## src/rtl/serdes_pkg.sv

```systemverilog
// Shared definitions for the multilane SERDES: FSM state encodings and
// sizing helpers used by the top level and the beat timer.
package serdes_pkg;

    typedef enum logic {
        TX_IDLE  = 1'b0,
        TX_SHIFT = 1'b1
    } tx_state_e;

    typedef enum logic {
        RX_IDLE = 1'b0,
        RX_RECV = 1'b1
    } rx_state_e;

    // Number of serial beats needed to move one parallel word.
    function automatic int unsigned calc_beats(input int unsigned data_width,
                                               input int unsigned lanes);
        return data_width / lanes;
    endfunction

    // Counter width able to hold 0..n-1; never narrower than one bit.
    function automatic int unsigned cnt_width(input int unsigned n);
        return (n <= 1) ? 1 : $clog2(n);
    endfunction

endpackage

```

## src/rtl/serdes_beat_timer.sv

```systemverilog
// Beat timer: free-running modulo-CLOCK_DIV counter.
// Ports: clk/rst_n (async active-low); i_restart forces the count to 0 on the
// next edge; o_tick_c is high in the last cycle of every beat.
module serdes_beat_timer
    import serdes_pkg::*;
#(
    parameter int unsigned CLOCK_DIV = 4
) (
    input  logic clk,
    input  logic rst_n,
    input  logic i_restart,
    output logic o_tick_c
);
    localparam int unsigned   CW   = cnt_width(CLOCK_DIV);
    localparam logic [CW-1:0] LAST = CW'(CLOCK_DIV - 1);

    logic [CW-1:0] r_count;

    // Count 0..CLOCK_DIV-1, wrapping; restart realigns the beat boundary.
    always_ff @(posedge clk or negedge rst_n) begin
        if (!rst_n) begin
            r_count <= '0;
        end else if (i_restart || (r_count == LAST)) begin
            r_count <= '0;
        end else begin
            r_count <= r_count + CW'(1);
        end
    end

    assign o_tick_c = (r_count == LAST);

endmodule

```

## src/rtl/parameterized_multilane_serdes.sv

```systemverilog
// Full-duplex multilane SERDES. TX splits a DATA_WIDTH word into BEATS chunks
// of LANES bits, each held CLOCK_DIV cycles, with tx_frame marking beat 0.
// RX samples one chunk per beat starting at rx_frame and reassembles the word.
// Ports: clk, rst_n (async active-low), enable; tx_data/tx_valid/tx_ready
// parallel TX handshake; tx_serial/tx_frame serial out; rx_serial/rx_frame
// serial in; rx_data/rx_valid/rx_ready parallel RX handshake; rx_overrun
// sticky flag for words dropped while the previous one was not accepted.
module parameterized_multilane_serdes
    import serdes_pkg::*;
#(
    parameter int unsigned DATA_WIDTH = 8,
    parameter int unsigned LANES      = 1,
    parameter int unsigned CLOCK_DIV  = 4,
    parameter int unsigned MSB_FIRST  = 1
) (
    input  logic                  clk,
    input  logic                  rst_n,
    input  logic                  enable,
    input  logic [DATA_WIDTH-1:0] tx_data,
    input  logic                  tx_valid,
    output logic                  tx_ready,
    output logic [LANES-1:0]      tx_serial,
    output logic                  tx_frame,
    input  logic [LANES-1:0]      rx_serial,
    input  logic                  rx_frame,
    output logic [DATA_WIDTH-1:0] rx_data,
    output logic                  rx_valid,
    input  logic                  rx_ready,
    output logic                  rx_overrun
);
    localparam int unsigned   BEATS     = calc_beats(DATA_WIDTH, LANES);
    localparam int unsigned   BW        = cnt_width(BEATS);
    localparam logic [BW-1:0] LAST_BEAT = BW'(BEATS - 1);
    localparam bit            SINGLE    = (BEATS == 1);

    // Chunk sent first out of a word / word after that chunk is consumed.
    function automatic logic [LANES-1:0] first_chunk(input logic [DATA_WIDTH-1:0] w);
        if (MSB_FIRST != 0) return w[DATA_WIDTH-1 -: LANES];
        return w[LANES-1:0];
    endfunction

    function automatic logic [DATA_WIDTH-1:0] advance(input logic [DATA_WIDTH-1:0] w);
        if (MSB_FIRST != 0) return w << LANES;
        return w >> LANES;
    endfunction

    // Append a received chunk so the first beat ends up where TX took it from.
    function automatic logic [DATA_WIDTH-1:0] insert_chunk(input logic [DATA_WIDTH-1:0] base,
                                                           input logic [LANES-1:0]      chunk);
        if (MSB_FIRST != 0) return (base << LANES) | DATA_WIDTH'(chunk);
        return (base >> LANES) | (DATA_WIDTH'(chunk) << (DATA_WIDTH - LANES));
    endfunction

    // ------------------------------------------------------------------ TX
    tx_state_e             r_tx_state, w_tx_state_nxt;
    logic [DATA_WIDTH-1:0] r_tx_shift, w_tx_shift_nxt;
    logic [BW-1:0]         r_tx_beat, w_tx_beat_nxt;
    logic [LANES-1:0]      r_tx_serial, w_tx_serial_nxt;
    logic                  r_tx_frame, w_tx_frame_nxt;
    logic                  w_tx_restart, w_tx_tick, w_tx_last;

    serdes_beat_timer #(.CLOCK_DIV(CLOCK_DIV)) u_tx_timer (
        .clk       (clk),
        .rst_n     (rst_n),
        .i_restart (w_tx_restart),
        .o_tick_c  (w_tx_tick)
    );

    assign tx_ready  = enable && (r_tx_state == TX_IDLE);
    assign w_tx_last = w_tx_tick && (r_tx_beat == LAST_BEAT);

    always_ff @(posedge clk or negedge rst_n) begin
        if (!rst_n) r_tx_state <= TX_IDLE;
        else        r_tx_state <= w_tx_state_nxt;
    end

    always_comb begin
        w_tx_state_nxt = r_tx_state;
        if (!enable) begin
            w_tx_state_nxt = TX_IDLE;
        end else begin
            case (r_tx_state)
                TX_IDLE:  if (tx_valid)  w_tx_state_nxt = TX_SHIFT;
                TX_SHIFT: if (w_tx_last) w_tx_state_nxt = TX_IDLE;
                default:                 w_tx_state_nxt = TX_IDLE;
            endcase
        end
    end

    // Next values of the TX datapath; serial outputs are registered.
    always_comb begin
        w_tx_shift_nxt  = r_tx_shift;
        w_tx_beat_nxt   = r_tx_beat;
        w_tx_serial_nxt = r_tx_serial;
        w_tx_frame_nxt  = r_tx_frame;
        w_tx_restart    = 1'b0;
        if (!enable || (r_tx_state != TX_SHIFT)) begin
            w_tx_restart    = 1'b1;
            w_tx_beat_nxt   = '0;
            w_tx_serial_nxt = '0;
            w_tx_frame_nxt  = 1'b0;
            if (enable && tx_valid) begin
                w_tx_serial_nxt = first_chunk(tx_data);
                w_tx_shift_nxt  = advance(tx_data);
                w_tx_frame_nxt  = 1'b1;
            end
        end else if (w_tx_tick) begin
            w_tx_frame_nxt = 1'b0;
            if (w_tx_last) begin
                w_tx_beat_nxt   = '0;
                w_tx_serial_nxt = '0;
            end else begin
                w_tx_beat_nxt   = r_tx_beat + BW'(1);
                w_tx_serial_nxt = first_chunk(r_tx_shift);
                w_tx_shift_nxt  = advance(r_tx_shift);
            end
        end
    end

    always_ff @(posedge clk or negedge rst_n) begin
        if (!rst_n) begin
            r_tx_shift  <= '0;
            r_tx_beat   <= '0;
            r_tx_serial <= '0;
            r_tx_frame  <= 1'b0;
        end else begin
            r_tx_shift  <= w_tx_shift_nxt;
            r_tx_beat   <= w_tx_beat_nxt;
            r_tx_serial <= w_tx_serial_nxt;
            r_tx_frame  <= w_tx_frame_nxt;
        end
    end

    assign tx_serial = r_tx_serial;
    assign tx_frame  = r_tx_frame;

    // ------------------------------------------------------------------ RX
    rx_state_e             r_rx_state, w_rx_state_nxt;
    logic [DATA_WIDTH-1:0] r_rx_shift, w_rx_shift_nxt;
    logic [BW-1:0]         r_rx_beat, w_rx_beat_nxt;
    logic [DATA_WIDTH-1:0] r_rx_data, w_rx_data_nxt;
    logic                  r_rx_valid, w_rx_valid_nxt;
    logic                  r_rx_overrun, w_rx_overrun_nxt;
    logic [DATA_WIDTH-1:0] w_rx_word;
    logic                  w_rx_restart, w_rx_tick, w_rx_sample, w_rx_beat0, w_rx_done;

    serdes_beat_timer #(.CLOCK_DIV(CLOCK_DIV)) u_rx_timer (
        .clk       (clk),
        .rst_n     (rst_n),
        .i_restart (w_rx_restart),
        .o_tick_c  (w_rx_tick)
    );

    // A frame seen at any sample point (or in IDLE) starts a fresh word.
    assign w_rx_sample = enable && ((r_rx_state == RX_IDLE) ? rx_frame : w_rx_tick);
    assign w_rx_beat0  = w_rx_sample && rx_frame;
    assign w_rx_done   = w_rx_sample && (w_rx_beat0 ? SINGLE : (r_rx_beat == LAST_BEAT));

    always_ff @(posedge clk or negedge rst_n) begin
        if (!rst_n) r_rx_state <= RX_IDLE;
        else        r_rx_state <= w_rx_state_nxt;
    end

    always_comb begin
        w_rx_state_nxt = r_rx_state;
        if (!enable || w_rx_done) begin
            w_rx_state_nxt = RX_IDLE;
        end else if (w_rx_beat0) begin
            w_rx_state_nxt = RX_RECV;
        end
    end

    // Next values of the RX datapath and parallel handshake.
    always_comb begin
        w_rx_shift_nxt   = r_rx_shift;
        w_rx_beat_nxt    = r_rx_beat;
        w_rx_data_nxt    = r_rx_data;
        w_rx_valid_nxt   = r_rx_valid;
        w_rx_overrun_nxt = r_rx_overrun;
        w_rx_restart     = 1'b0;
        w_rx_word        = insert_chunk(w_rx_beat0 ? '0 : r_rx_shift, rx_serial);
        if (!enable) begin
            w_rx_restart     = 1'b1;
            w_rx_beat_nxt    = '0;
            w_rx_overrun_nxt = 1'b0;
        end else begin
            w_rx_restart = (r_rx_state == RX_IDLE) || w_rx_beat0;
            if (w_rx_sample) begin
                w_rx_shift_nxt = w_rx_word;
                w_rx_beat_nxt  = w_rx_beat0 ? BW'(1) : (r_rx_beat + BW'(1));
            end
            if (w_rx_done) begin
                w_rx_beat_nxt = '0;
                if (!r_rx_valid || rx_ready) begin
                    w_rx_data_nxt  = w_rx_word;
                    w_rx_valid_nxt = 1'b1;
                end else begin
                    w_rx_overrun_nxt = 1'b1;
                end
            end else if (r_rx_valid && rx_ready) begin
                w_rx_valid_nxt = 1'b0;
            end
        end
    end

    always_ff @(posedge clk or negedge rst_n) begin
        if (!rst_n) begin
            r_rx_shift   <= '0;
            r_rx_beat    <= '0;
            r_rx_data    <= '0;
            r_rx_valid   <= 1'b0;
            r_rx_overrun <= 1'b0;
        end else begin
            r_rx_shift   <= w_rx_shift_nxt;
            r_rx_beat    <= w_rx_beat_nxt;
            r_rx_data    <= w_rx_data_nxt;
            r_rx_valid   <= w_rx_valid_nxt;
            r_rx_overrun <= w_rx_overrun_nxt;
        end
    end

    assign rx_data    = r_rx_data;
    assign rx_valid   = r_rx_valid;
    assign rx_overrun = r_rx_overrun;

endmodule

```

## config.mk

```make
export PLATFORM = sky130hd
export DESIGN_NAME = parameterized_multilane_serdes
export DESIGN_NICKNAME = d
export VERILOG_FILES = /design/src/rtl/serdes_pkg.sv /design/src/rtl/serdes_beat_timer.sv /design/src/rtl/parameterized_multilane_serdes.sv
export SDC_FILE = /design/constraint.sdc
export NUM_CORES = 1
export LEC_CHECK = 0
export ABC_CLOCK_PERIOD_IN_PS = 2280
export CAP_MARGIN = 40
export CORE_MARGIN = 1.5
export CORE_UTILIZATION = 40
export DETAILED_ROUTE_END_ITERATION = 16
export PLACE_DENSITY = 0.67
export SYNTH_ARGS = -nofsm -noshare
export SYNTH_HDL_FRONTEND = slang
export SYNTH_SLANG_ARGS = --single-unit
```

## constraint.sdc

```tcl
create_clock -name clk -period 2.28 [get_ports clk]
set_input_delay 0.342 -clock clk [delete_from_list [all_inputs] [get_ports clk]]
set_output_delay 0.342 -clock clk [all_outputs]
set_load 0.02 [all_outputs]
```

== After elaboration in Yosys (flattened, before gate mapping) ==
Index checks and enable logic that the tools add are counted.
Storage, ports and cells
  flip-flop bits (word level): 39
  input bits: 15
  word-level logic and storage cells: 99
Cells by class
  add/subtract/negate cells: 4
  equality and inequality tests: 10
  multiplexer cells: 46
  bitwise gates (word level): 3
  reductions and logical operators: 23
Operators by type and width (count)
  $mux 8: 6
  $mux 1: 29
  $mux 3: 7
  $reduce_and 3->1: 3
  $ne 2x1->1 const B: 4
  $or 8x1->8: 1
  $logic_and 1x1->1: 7
  $mux 7: 1
  $add 3x1->3 const B: 2
  $eq 3x3->1 const B: 2
  $logic_or 1x1->1: 6
  $reduce_bool 2->1: 3
  $add 2x1->2 const B: 2
  $eq 2x2->1 const B: 2
  $mux 2: 2
  $reduce_and 2->1: 2
  $ne 3x1->1 const B: 1
  $logic_not 1->1: 2
  $ne 2x2->1 const B: 1
  $not 1->1: 2
  $pmux 1 s2: 1

== Logic depth before layout (Yosys ltp) ==
  depth in word-level cells: 9
  depth in mapped cells: 5

== Modules after synthesis ==
From an unflattened synthesis, not the netlist that was laid out.
Unflattened totals
  cell total of the unflattened synthesis: 152
  area total of the unflattened synthesis: 1750.4 µm²
Modules (own cells, without submodules)
  parameterized_multilane_serdes: times used 1, cells each 142, area each 1580.3 µm²
  serdes_beat_timer: times used 2, cells each 5, area each 85.1 µm²

== Least setup slack after synthesis ==
OpenSTA, ideal clock, no wires.
  path kind: flip-flop to flip-flop
  start point: register r_tx_beat[0]
  end point: register r_tx_shift[2]
  data arrival time: 1.493 ns
  setup slack: 0.662 ns
  cell stages (with the launch flop): 6
  buffers on the path: 0
  path through: dfrtp_1 ha_1 ha_1 nand2b_1 o2bb2ai_4 mux2_2
Between the ends
  cells in the longest elaborated chain, start to end: 4
Ends and longest elaborated chain
  start, declared: RTL line parameterized_multilane_serdes.sv:57  | logic [BW-1:0] r_tx_beat, w_tx_beat_nxt;
  start signal, assigned: RTL line parameterized_multilane_serdes.sv:128  | r_tx_beat <= w_tx_beat_nxt;
  $eq 3x3->1: RTL line parameterized_multilane_serdes.sv:70  | assign w_tx_last = w_tx_tick && (r_tx_beat == LAST_BEAT);
  $logic_and 1x1->1: RTL line parameterized_multilane_serdes.sv:70
  $ne 2x1->1 (no source line)
  $reduce_and 3->1 (no source line)
  end signal, assigned: RTL line parameterized_multilane_serdes.sv:127  | r_tx_shift <= w_tx_shift_nxt;
  end, declared: RTL line parameterized_multilane_serdes.sv:56  | logic [DATA_WIDTH-1:0] r_tx_shift, w_tx_shift_nxt;
Every way passes these cells.
A chain may end at the register's enable or synchronous reset.

== Worst setup path after layout ==
  start point: input enable
  end point: output tx_ready
Between the ends
  cells in the longest elaborated chain, start to end: 1
Ends and longest elaborated chain
  start, declared: RTL line parameterized_multilane_serdes.sv:18  | input logic enable,
  $logic_and 1x1->1: RTL line parameterized_multilane_serdes.sv:69  | assign tx_ready = enable && (r_tx_state == TX_IDLE);
  end, declared: RTL line parameterized_multilane_serdes.sv:21  | output logic tx_ready,
Every way passes these cells.

==> impl_metrics.ini <==
[yosys]
yosys.area_share.xor_xnor_pct = 0
syn_nets = 173
synth_top_family_by_area = multiplexers
netlist_instances = 152
seq_area_frac_synth_pct = 54.1
async_reset_ff_share_pct = 100
yosys.area.top_type_share_pct = 54.1
synth-simple-area-share_pct = 11.3
synth_largest_area_cell = dfrtp_1
yosys_warnings = 0
synthAdderAreaFrac_pct = 4.27
synthMuxAreaShare_pct = 15.8
ys_seq_elements = 38
synth_common_cells = 38 x dfrtp_1, 23 x o21ai_0, 12 x mux2_2
synth_edf_count = 0
syn-cell-area_um2 = 1760
yosys.cell_count.top_type = dfrtp_1
synth_compound_area_share_pct = 11.0
ys_types = 29
synth-main-ff-cell = dfrtp_1
synthTopCellsByArea = dfrtp_1 54%, mux2_2 7.7%, o21ai_0 6.5%
avgSynthCellArea_um2 = 11.6

[floorplanning]
ios = 28
die_x_um = 69.3
die_h_um = 69.3
row_count = 23
fp.coreArea_um2 = 4120
initial_utilization_pct = 42.7
fp.dieArea_um2 = 4800

[timing]
maxSlewHeadroom_pct = 56.0
hold_viol = 0
fin_worst_skew_ns = 0.00464
fin_crit_sh_pct = 91.4
maxSlewViolCount = 0
worst_slack_ns = 0.196
setup-violations-final = 0
tightestPinTransition_ns = 0.642
fmax_mhz = 480
fin_setup_tns_ns = 0
grt_setup_unrepaired = false
min_period_ns = 2.08

[global_routing]
antenna_found_initial = 0
grt_pass1_wl_um = 6150
grt_max_degree = 39
grt_pass1_vias = 1383
grt-ovfl-total = 0
grt_use_total_pct = 16.1

[placement]
gp_congestion = 0.748
post-place-ws_ns = 0.195
io_buffers = 27
hpwl_um = 2390

[detailed_routing]
dr_total_vias = 1247
dr.pass1.iters = 4
drc = 0
avgRoutedWirePerCell_um = 14.4
viasPerCell = 5.28
antenna_left = 0
drtIter0Drc = 85
wirelength_um = 3410

[pwr]
p_leak_nw = 1.04
power_density_nw_per_um2 = 659
peakVddDrop_mv = 0.269

[worst_setup_path]
critical-path-slowest-cell = clkdlybuf4s50_1
cpMostUsedCell = clkdlybuf4s50_1
slowest_delay_ns = 0.61
endpoint_kind = output port
crit_path_start_kind = input port
worst-setup-path-type = in -> out
crit_cells = 4
ff2ff_path_depth = 5
critPathTopFamily = buffers and inverters
path_buf_inv = 3
cp.arrival_ns = 1.74
worst-path-max-fanout = 7
worstPathCellList = clkdlybuf4s50_1, inv_1, nor2_1, clkdlybuf4s50_1
critical_path.startpoint = enable
worstPathRequired_ns = 1.94
worstReg2RegStart = r_tx_beat[0]

[clock_network]
htreeDepth = 2
clkSinkCount = 38
root_buffer = clkbuf_8
clk_pin_slew_worst_paths_ns = 0.07
hold_buffers = 0
cts_tree = done
insertion_delay_ns = 0.29
cts_resized = 0
clockBufferDepth = 2
cts_buffers = 5
post_cts_buffers = 0

[layout]
nets = 206
drive_gt1_share_pct = 14.5
seqCellArea_um2 = 951
area_delta_synth_final_pct = 24.0
diodes = 0
multi_input_area_um2 = 744
fillCellCount = 364

[worst_hold_path]
worstHoldStart = u_rx_timer.r_count[0]
hp-class = reg -> reg
worstHoldPathCells = 1

[status]
outcome = complete, no violations

[run]
drv_cap = 0
-- worst paths after layout --
path,slack [ns],end
setup / recovery,0.20,tx_ready
hold / removal,0.44,u_rx_timer.r_count[0]
setup reg to reg,0.50,r_tx_shift[2]
hold reg to reg,0.44,u_rx_timer.r_count[0]
max in group asynchronous,1.47,tx_serial
min in group asynchronous,0.47,tx_frame
-- where the power goes --
part,internal [W],total [W],switching (W)
Clock,0.000244,0.000481,0.000237
Combinational,0.0000956,0.000185,0.0000895
Sequential,0.000738,0.000770,0.0000327
-- cells in the final DEF (no fill, tap or decap), drive strengths merged --
master and count:
nand2 10, and3 1, mux2 16, a21o 1, and2 1, dfrtp 38, o2bb2ai 1, nor2b 2
nand3b 1, mux2i 9, clkinv 1, nor2 8, nand3 4, clkdlybuf4s50 27, o32a 1, a21oi 4
o21ai 23, nor3b 2, inv 10, nand2b 3, ha 6, clkbuf 7, and4b 1, a31oi 2
buf 3, nor3 4
-- layout make-up --
cell class              instances  area share [%]
clock buffers                   7            3.96
inverters                      10            1.72
well taps                      50            2.87
repair buffers                 30            13.4
clock inverters                 1           0.230
multi-input cells             100            34.2
flip-flops and latches         38            43.6
-- metrics by stage --
stage               util [%]  total power (W)  std cells  hold slack [ns]  area (µm²)
finish                  53.0          0.00144        236            0.444        2180
global route            53.0          0.00152        236            0.464        2180
CTS                     53.0          0.00145        236            0.445        2180
detailed placement      50.7         0.000972        228            0.433        2090
global placement        50.7         0.000960        228            0.426        2090
floorplan                  -         0.000889        152           0.0464        1760
-- worst reg2reg max path: stages (launching register included) --
cell and delay (ns):
dfrtp_1 0.39, ha_1 0.21, ha_1 0.22, nand2b_1 0.21
o2bb2ai_4 0.27, mux2_2 0.37
-- metal layers --
layer	part of all wire [%]	GRT usage (%)
met5	0	0
met4	1.6	8.06
met3	3.8	3.49
met2	49	26.2
met1	46	20.2
-- state kept, by name, indices dropped and copies added, names as in the netlist, 2 cells and up --
| name | cells |
|---|---|
| rx_data | 8 |
| r_rx_shift | 7 |
| r_tx_shift | 7 |
| r_rx_beat | 3 |
| r_tx_beat | 3 |
| u_rx_timer.r_count | 2 |
| u_tx_timer.r_count | 2 |
-- cell families (layout without fill, tap and decap cells) --
logic type | Yosys count | count (layout)
flops | 38 | 38
simple gates | 37 | 37
compound gates | 32 | 32
mux | 25 | 25
buf+inv | 14 | 48
fa+ha+maj | 6 | 6
Power figures use the tool's default switching activity.
